## config.mk

```make
export PLATFORM = sky130hd
export DESIGN_NAME = i2c_led_ctrl_flat
export DESIGN_NICKNAME = d
export VERILOG_FILES = /design/src/rtl/i2c_led_ctrl_if.sv /design/src/rtl/i2c_led_ctrl.sv /design/src/flat_wrapper.sv
export SDC_FILE = /design/constraint.sdc
export NUM_CORES = 1
export LEC_CHECK = 0
export CORE_ASPECT_RATIO = 0.7
export CORE_MARGIN = 2
export CORE_UTILIZATION = 54
export DETAILED_ROUTE_END_ITERATION = 16
export HOLD_SLACK_MARGIN = 0.02
export PLACE_DENSITY = 0.84
export SYNTH_ARGS = -nofsm -noshare
export SYNTH_HDL_FRONTEND = slang
export SYNTH_SLANG_ARGS = --single-unit
```

## constraint.sdc

```tcl
create_clock -name clk -period 2.95 [get_ports clk]
set_input_delay 0.7375 -clock clk [delete_from_list [all_inputs] [get_ports clk]]
set_output_delay 0.7375 -clock clk [all_outputs]
set_load 0.005 [all_outputs]
```

## src/rtl/i2c_led_ctrl_if.sv

```systemverilog
// Byte-stream bus from the I2C slave to the frame controller.
// The slave side sees one received byte per data_valid plus start/stop strobes.
interface i2c_led_ctrl_if;
  logic [7:0] data;
  logic       data_valid;
  logic       start;
  logic       stop;

  modport master (output data, output data_valid, output start, output stop);
  modport slave  (input  data, input  data_valid, input  start, input  stop);
endinterface

```

## src/rtl/i2c_led_ctrl.sv

```systemverilog
// Frame controller: parses I2C writes (start index + colour bytes) into a working
// buffer and issues a tear-free, coalesced refresh to the WS2812 driver after each stop.
module i2c_led_ctrl #(
  parameter  int LED_CNT   = 3,
  localparam int NBYTES    = LED_CNT * 3,
  localparam int DATAWIDTH = NBYTES * 8
) (
  input  logic                 clk,
  input  logic                 reset,
  i2c_led_ctrl_if.slave        bus,
  input  logic                 busy_i,
  output logic [DATAWIDTH-1:0] led_data_o,
  output logic                 upd_o,
  output logic                 pending_o
);

  localparam int             PW      = $clog2(NBYTES);
  localparam logic [7:0]     NB_B    = 8'(NBYTES);
  localparam logic [PW-1:0]  PTR_MAX = PW'(NBYTES - 1);

  typedef enum logic [1:0] {
    S_IDLE = 2'd0,
    S_ADDR = 2'd1,
    S_DATA = 2'd2,
    S_DROP = 2'd3
  } state_e;

  state_e               state_q;
  logic [PW-1:0]        ptr_q;
  logic                 dirty_q;
  logic                 pending_q;
  logic                 upd_q;
  logic                 holdoff_q;
  logic [DATAWIDTH-1:0] wbuf_q;
  logic [DATAWIDTH-1:0] led_q;

  logic byte_wr_s;
  logic set_pend_s;
  logic fire_s;

  // A byte arriving together with stop still counts towards this transaction's refresh
  always_comb begin
    byte_wr_s  = (state_q == S_DATA) && bus.data_valid && !bus.start;
    set_pend_s = bus.stop && !bus.start && (dirty_q || byte_wr_s);
    fire_s     = pending_q && !busy_i && !upd_q && !holdoff_q;
  end

  // Transaction parser and working-buffer writes
  always_ff @(posedge clk or negedge reset) begin
    if (!reset) begin
      state_q <= S_IDLE;
      ptr_q   <= '0;
      dirty_q <= 1'b0;
      wbuf_q  <= '0;
    end else if (bus.start) begin
      state_q <= S_ADDR;
      dirty_q <= 1'b0;
    end else begin
      case (state_q)
        S_ADDR: begin
          if (bus.data_valid) begin
            if (bus.data < NB_B) begin
              ptr_q   <= bus.data[PW-1:0];
              state_q <= S_DATA;
            end else begin
              state_q <= S_DROP;
            end
          end
        end
        S_DATA: begin
          if (bus.data_valid) begin
            wbuf_q[DATAWIDTH-1-8*int'(ptr_q) -: 8] <= bus.data;
            dirty_q <= 1'b1;
            ptr_q   <= (ptr_q == PTR_MAX) ? '0 : ptr_q + PW'(1);
          end
        end
        default: state_q <= state_q;
      endcase
      if (bus.stop) begin
        state_q <= S_IDLE;
        dirty_q <= 1'b0;
      end
    end
  end

  // Refresh scheduler; holdoff masks the driver's busy rise right after an update
  always_ff @(posedge clk or negedge reset) begin
    if (!reset) begin
      pending_q <= 1'b0;
      upd_q     <= 1'b0;
      holdoff_q <= 1'b0;
      led_q     <= '0;
    end else begin
      pending_q <= set_pend_s || (pending_q && !fire_s);
      upd_q     <= fire_s;
      holdoff_q <= upd_q;
      if (fire_s) begin
        led_q <= wbuf_q;
      end
    end
  end

  assign led_data_o = led_q;
  assign upd_o      = upd_q;
  assign pending_o  = pending_q;

endmodule

```

## src/flat_wrapper.sv

```systemverilog
// flat-port wrapper written by rule: the top's interface ports become plain ports
module i2c_led_ctrl_flat 
#(
  parameter  int LED_CNT   = 3,
  localparam int NBYTES    = LED_CNT * 3,
  localparam int DATAWIDTH = NBYTES * 8
)
  (clk, reset, busy_i, led_data_o, upd_o, pending_o, bus_data, bus_data_valid, bus_start, bus_stop);
  i2c_led_ctrl_if bus_i ();
  input  logic clk;
  input  logic reset;
  input  logic busy_i;
  output logic [DATAWIDTH-1:0] led_data_o;
  output logic upd_o;
  output logic pending_o;
  input wire logic [$bits(bus_i.data)-1:0] bus_data;
  input wire logic [$bits(bus_i.data_valid)-1:0] bus_data_valid;
  input wire logic [$bits(bus_i.start)-1:0] bus_start;
  input wire logic [$bits(bus_i.stop)-1:0] bus_stop;
  assign bus_i.data = bus_data;
  assign bus_i.data_valid = bus_data_valid;
  assign bus_i.start = bus_start;
  assign bus_i.stop = bus_stop;
  i2c_led_ctrl #(.LED_CNT(LED_CNT)) u_core (.clk(clk), .reset(reset), .bus(bus_i), .busy_i(busy_i), .led_data_o(led_data_o), .upd_o(upd_o), .pending_o(pending_o));
endmodule
```

==> results of run 1 <==
layer usage:
metal	vias to the layer above	wire length, µm	global-route usage
met5	-	0	0
met4	0	153	0.0743
met3	15	901	0.0764
met2	119	6120	0.349
met1	1928	6270	0.335
li1	1634	-	-
stage by stage:
step,util,cells
finish,0.716,673
global route,0.716,673
CTS,0.716,673
detailed placement,0.663,641
global placement,0.663,641
floorplan,-,396
sequential cells by signal (all words and copies together), names as in the netlist:
| signal | cells |
|---|---|
| u_core.dirty_q | 1 |
| u_core.pending_o | 1 |
| u_core.wbuf_q | 72 |
| u_core.led_data_o | 72 |
| u_core.upd_o | 1 |
| u_core.ptr_q | 4 |
| u_core.holdoff_q | 1 |
| u_core.state_q | 2 |
layout make-up:
type / count / share of cell area
clock buffer: 18 / 0.0542
clock inverter: 14 / 0.0202
inverter: 5 / 0.00237
multi-input combinational: 224 / 0.282
sequential: 154 / 0.487
tap: 153 / 0.0242
timing repair buffer: 105 / 0.130
critical path: stages (launching register included):
cell and delay, ns:
dfrtp_1 0.56, inv_1 0.16, ha_1 0.47, or3_4 0.44
or3_1 0.56, mux2_4 0.37
worst min-delay path by stage:
| stage | slack, ns | start | cells after the start | to |
|---|---|---|---|---|
| 2_1_floorplan | 0.40 | u_core.upd_o$_DFF_PN0_ | 0 | u_core.holdoff_q$_DFF_PN0_ |
| 3_3_place_gp | 0.40 | u_core.upd_o$_DFF_PN0_ | 0 | u_core.holdoff_q$_DFF_PN0_ |
| 3_5_place_dp | 0.41 | u_core.upd_o$_DFF_PN0_ | 0 | u_core.holdoff_q$_DFF_PN0_ |
| 4_1_cts | 0.22 | reset | 1 | u_core.state_q[0]$_DFFE_PN0P_ |
| 5_1_grt | 0.24 | reset | 1 | u_core.state_q[0]$_DFFE_PN0P_ |
| 6_report | 0.22 | reset | 1 | u_core.state_q[0]$_DFFE_PN0P_ |
kinds of logic (layout without fill, tap and decap cells):
family,after synthesis,after routing,synth area share
compound gates,20,20,0.0211
xor+xnor,1,1,0.00142
fa+ha+maj,2,2,0.00406
buf+inv,18,142,0.0138
flops,154,154,0.625
mux,146,146,0.271
simple gates,55,55,0.0627
cells in the final DEF (no fill, tap or decap), types with 2 or more instances in the layout:
cell type / count
inv_8: 2
nor3_1: 6
clkbuf_16: 17
nor2_1: 6
clkdlybuf4s50_1: 86
dfrtp_1: 154
and2_1: 9
or2_2: 3
nand2b_1: 3
nor3_2: 3
o21ai_0: 2
buf_12: 2
nor4_2: 2
nor2b_1: 3
bufinv_16: 2
nand2_1: 3
ha_1: 2
clkinv_4: 2
inv_1: 5
clkinvlp_4: 2
buf_4: 16
mux2_2: 137
or3_4: 2
nand3_1: 3
mux2_4: 8
a21oi_1: 9
clkinv_2: 2
inv_6: 4
where the power goes:
part / total [mW] / internal (mW) / leakage (nW) / switching, mW
clock: 2.19 / 1.27 / 0.286 / 0.919
combinational: 0.799 / 0.421 / 1.39 / 0.377
sequential: 2.39 / 2.27 / 2.13 / 0.127
==> results.md, run 1 <==
- Status: completed
- Max VDD drop: 447 µV
- CORE AREA: 11100 µm²
- CTS Root Cell: clkbuf_16
- Layout Nets: 523
- Routability cong.: 0.870
- Reg2reg setup slack: 0.26 ns
- Number of cells on the worst reg-to-reg path: 5
- Setup crit start: u_core.ptr_q[0]$_DFFE_PN0P_
- Multi-input logic area: 2230 µm²
- Worst Setup EP: u_core.wbuf_q[64]$_DFFE_PN0P_
- Worst endpoint required time: 3.26 ns
- Crit path DAT: 3.00 ns
- Placed cell areas: 7330 µm²
- Deepest clock path buffer count: 2
- Post-Syn Area: 6160 µm²
- Flip-flop and latch area: 3850 µm²
- PwrDens: 679 nW/µm²
- Chip height: 93.4 µm
- CTS tree: yes
- Hold-fix buffers, CTS: 0
- Async SR Flop Fraction: 1.00
- Die area: 12300 µm²
- TNS Setup: 0 ns
- CP Max Fanout: 11
- Element type at the critical path start: register
- Reg2reg end: u_core.wbuf_q[64]$_DFFE_PN0P_
- Post-synth EDFFs: 0
- Vias/cell: 5.49
- Post-route cell area: 7920 µm²
- Cell taking the most area after synthesis: dfrtp_1
- Routed wire per std cell: 20.0 µm
- Worst slack, placed: -0.0253 ns
- Syn nets: 412
- Pin count of the biggest net entering global routing: 75
- Dominant synthesized flop cell: dfrtp_1
- Worst Skew: 0.00980 ns
- Setup slack after layout: 0.259 ns
- Grt ovf: 0
- Syn_area_per_cell: 15.6 µm²
- Die extent in x: 132 µm
- HPWL Detailed: 8760 µm
- Sequential share of the synthesized area: 0.625
- Post-cts repair resize count: 0
- Input/output buffers: 87
- Fmax: 0.372 GHz
- Post CTS Setup Buffer Count: 0
- Fin crit share: 0.912
- Worst hold path type: in -> async
- Hold slack final: 0.216 ns
- Initial Utilization: 0.558
- GRT Resource Usage Total: 0.236
- Setup CP Type: reg -> reg
- Routed wire length: 13500 µm
- Clock transition at the registers of the reported paths: 0.06 ns
- Rows: 32
- Actual slew at the worst max-slew pin: 0.520 ns
- Top-area cell type share of the netlist area: 0.625
- Antenna diode count: 0
- Post-route ant nets: 0
- Most frequent cells after synthesis: dfrtp_1 (154), mux2_2 (137), a21oi_1 (9), and2_1 (9)
- Iter 0 DRT Violations: 236
- Top cells by area, synth: dfrtp_1 (63%), mux2_2 (25%), mux2_4 (1.9%)
- RSZ-0062 raised after global routing: false
- Tot Pwr: 5.38 mW
- # setup viols final: 0
- Max_slew headroom: 0.654
- Top-count cell post-synth: dfrtp_1
- Mapped Cells: 396
- DR DRC count: 0
- Final hold vios: 0
- Final Max Slew Viols: 0
- Crit path time final: 2.69 ns
- Crit. End Element: register
- Leakage: 3.81 nW
- Vias in the first global route: 3995
- Max cap viols: 0
- Worst-Skew Late Latency: 0.43 ns
- Syn-to-layout area delta: 28.4%
- Initial antenna violation count: 0
- Synth cell types: 45
- Register bit total from synthesis: 154
- Number of buffers created by CTS: 17
- Filler cells: 737
- First-pass GRT wire length: 21700 µm
- IO Pins: 88
- H-tree levels: 4
- Synth warn: 0
- DRT Pass-1 Iters: 4
- Clock sink count: 154
- Crit Reg-Reg Startpoint: u_core.ptr_q[0]$_DFFE_PN0P_
- Layout cell share with drive strength beyond 1: 0.404
- DR vias: 3696
No activity file was read; power rests on OpenSTA's default activity.
==> inputs of run 2 (changes only) <==
--- a/config.mk
+++ b/config.mk
@@ -5,9 +5,11 @@
 export SDC_FILE = /design/constraint.sdc
 export NUM_CORES = 1
 export LEC_CHECK = 0
+export CELL_PAD_IN_SITES_DETAIL_PLACEMENT = 1
+export CELL_PAD_IN_SITES_GLOBAL_PLACEMENT = 1
 export CORE_ASPECT_RATIO = 0.7
 export CORE_MARGIN = 2
-export CORE_UTILIZATION = 54
+export CORE_UTILIZATION = 45
 export DETAILED_ROUTE_END_ITERATION = 16
 export HOLD_SLACK_MARGIN = 0.02
 export PLACE_DENSITY = 0.84
==> run 2 against run 1 <==
Utilization is 10 points lower. Fmax decreased by 1.5%. Largest cell class unchanged. Worst hold slack gained 0.11 ns.
==> results.md, run 2 (synthesized netlist as in run 1, its figures left out) <==
- WP buf/inv: 1 (unchanged)
- Post-route cell area: 8130 µm² (was 7920 µm²)
- Post CTS Setup Buffer Count: 0 (unchanged)
- Slowest cell on the critical path: or3_1 (was dfrtp_1)
- Post-route ant nets: 0 (unchanged)
- Filler cells: 1216 (was 737)
- HPWL Detailed: 10000 µm (was 8760 µm)
- Input/output buffers: 87 (unchanged)
- Layout cell share with drive strength beyond 1: 0.411 (was 0.404)
- DR DRC count: 0 (unchanged)
- Worst hold path type: in -> async (unchanged)
- Initial Utilization: 0.464 (was 0.558)
- Routability cong.: 0.884 (was 0.870)
- Grt ovf: 0 (unchanged)
- First-pass GRT wire length: 24800 µm (was 21700 µm)
- Crit-path cells: inv_1 > ha_1 > or3_4 > or3_1 > mux2_4 (unchanged)
- Setup CP Type: reg -> reg (unchanged)
- TNS Setup: 0 ns (unchanged)
- Final Max Slew Viols: 0 (unchanged)
- Post-cts repair resize count: 0 (unchanged)
- Layout Nets: 529 (was 523)
- Routed wire per std cell: 22.3 µm (was 20.0 µm)
- Actual slew at the worst max-slew pin: 0.686 ns (was 0.520 ns)
- Max cap viols: 0 (unchanged)
- Number of buffers created by CTS: 17 (unchanged)
- Fmax: 0.366 GHz (was 0.372 GHz)
- CTS tree: yes (unchanged)
- Commonest non-fill, non-tap cell in the layout: dfrtp_1 (unchanged)
- Crit path DAT: 3.03 ns (was 3.00 ns)
- Initial antenna violation count: 0 (unchanged)
- Max_slew headroom: 0.542 (was 0.654)
- Die extent in x: 144 µm (was 132 µm)
- Max VDD drop: 442 µV (was 447 µV)
- Syn-to-layout area delta: 31.9% (was 28.4%)
- Fin crit share: 0.926 (was 0.912)
- Worst endpoint required time: 3.25 ns (was 3.26 ns)
- Placed cell areas: 7420 µm² (was 7330 µm²)
- CORE AREA: 13300 µm² (was 11100 µm²)
- IO Pins: 88 (unchanged)
- CP Max Fanout: 11 (unchanged)
- Status: completed (unchanged)
- GRT Resource Usage Total: 0.232 (was 0.236)
- Element type at the critical path start: register (unchanged)
- H-tree levels: 4 (unchanged)
- DRT Pass-1 Iters: 4 (unchanged)
- Non-filler instance count after layout: 711 (was 673)
- CP delay by family, top: simple AND/OR/NAND/NOR gates (unchanged)
- Hold slack final: 0.327 ns (was 0.216 ns)
- Worst slack, placed: -0.0581 ns (was -0.0253 ns)
- # setup viols final: 0 (unchanged)
- Chip height: 102 µm (was 93.4 µm)
- Clock transition at the registers of the reported paths: 0.06 ns (about the same)
- Multi-input logic area: 2230 µm² (unchanged)
- Hold-fix buffers, CTS: 0 (unchanged)
- Vias in the first global route: 4420 (was 3995)
- Crit path time final: 2.73 ns (was 2.69 ns)
- Post-Place Cells: 679 (was 641)
- Pin count of the biggest net entering global routing: 75 (unchanged)
- Routed wire length: 15900 µm (was 13500 µm)
- Worst-Skew Late Latency: 0.42 ns (was 0.43 ns)
- PwrDens: 715 nW/µm² (was 679 nW/µm²)
- Crit. End Element: register (unchanged)
- Leakage: 3.90 nW (was 3.81 nW)
- Final hold vios: 0 (unchanged)
- Vias/cell: 5.29 (was 5.49)
- Iter 0 DRT Violations: 166 (was 236)
- DR vias: 3764 (was 3696)
- Antenna diode count: 0 (unchanged)
- RSZ-0062 raised after global routing: false (unchanged)
- Clock sink count: 154 (unchanged)
- Deepest clock path buffer count: 2 (unchanged)
- CTS Root Cell: clkbuf_16 (unchanged)
- Worst Skew: 0.0108 ns (was 0.00980 ns)
- Flip-flop and latch area: 3850 µm² (unchanged)
- Setup slack after layout: 0.218 ns (was 0.259 ns)
- CP max stage delay: 0.59 ns (was 0.56 ns)
- Highest-count cells in the layout ignoring fill and taps: dfrtp_1 (154), mux2_2 (137), clkdlybuf4s50_1 (86), buf_4 (21), clkbuf_16 (17) (was dfrtp_1 (154), mux2_2 (137), clkdlybuf4s50_1 (86), clkbuf_16 (17), buf_4 (16))
- Rows: 35 (was 32)
- Die area: 14700 µm² (was 12300 µm²)
==> run 2: changes by cell type in the layout (fill, tap and decap cells not counted), sizes merged <==
cell      delta
buf          +6
clkbuf       +5
inv          -5
bufinv       +4
clkinv       -2
clkinvlp     -2
==> run 2: per-stage QoR <==
stage	utilization	power, mW
final	0.613	5.81
after detailed placement	0.559	3.24
after floorplan	-	2.81
after global routing	0.613	6.01
after CTS	0.613	5.85
after global placement	0.559	3.19
==> run 2: layout make-up <==
| type | instances | share of cell area |
|---|---|---|
| inverter | 5 | 0.00231 |
| clock inverter | 9 | 0.0254 |
| tap | 185 | 0.0285 |
| clock buffer | 23 | 0.0613 |
| timing repair buffer | 111 | 0.134 |
| multi-input combinational | 224 | 0.274 |
| sequential | 154 | 0.474 |
==> run 2: path summary, 6_finish.rpt <==
kind	depth (start not counted)	startpoint	endpoint	slack, ns
worst max-delay path	5	u_core.ptr_q[0]$_DFFE_PN0P_	u_core.wbuf_q[64]$_DFFE_PN0P_	0.22
worst min-delay path	1	reset	u_core.state_q[1]$_DFFE_PN0P_	0.33
worst max register to register	5	u_core.ptr_q[0]$_DFFE_PN0P_	u_core.wbuf_q[64]$_DFFE_PN0P_	0.22
worst min register to register	0	u_core.upd_o$_DFF_PN0_	u_core.holdoff_q$_DFF_PN0_	0.42
max in group asynchronous	2	reset	u_core.led_data_o[59]$_DFFE_PN0P_	1.93
min in group clk	0	u_core.upd_o$_DFF_PN0_	u_core.holdoff_q$_DFF_PN0_	0.42
==> run 2: where the power goes <==
part	switching, mW	internal (mW)
Combinational	0.395	0.427
Clock	0.881	1.71
Sequential	0.134	2.27
==> run 2: layer usage <==
layer,global-route usage,up-vias,share of wire
met3,0.0656,22,0.062
met2,0.389,106,0.49
li1,-,1652,-
met1,0.292,1984,0.43
met4,0.0830,0,0.017
met5,0,-,0
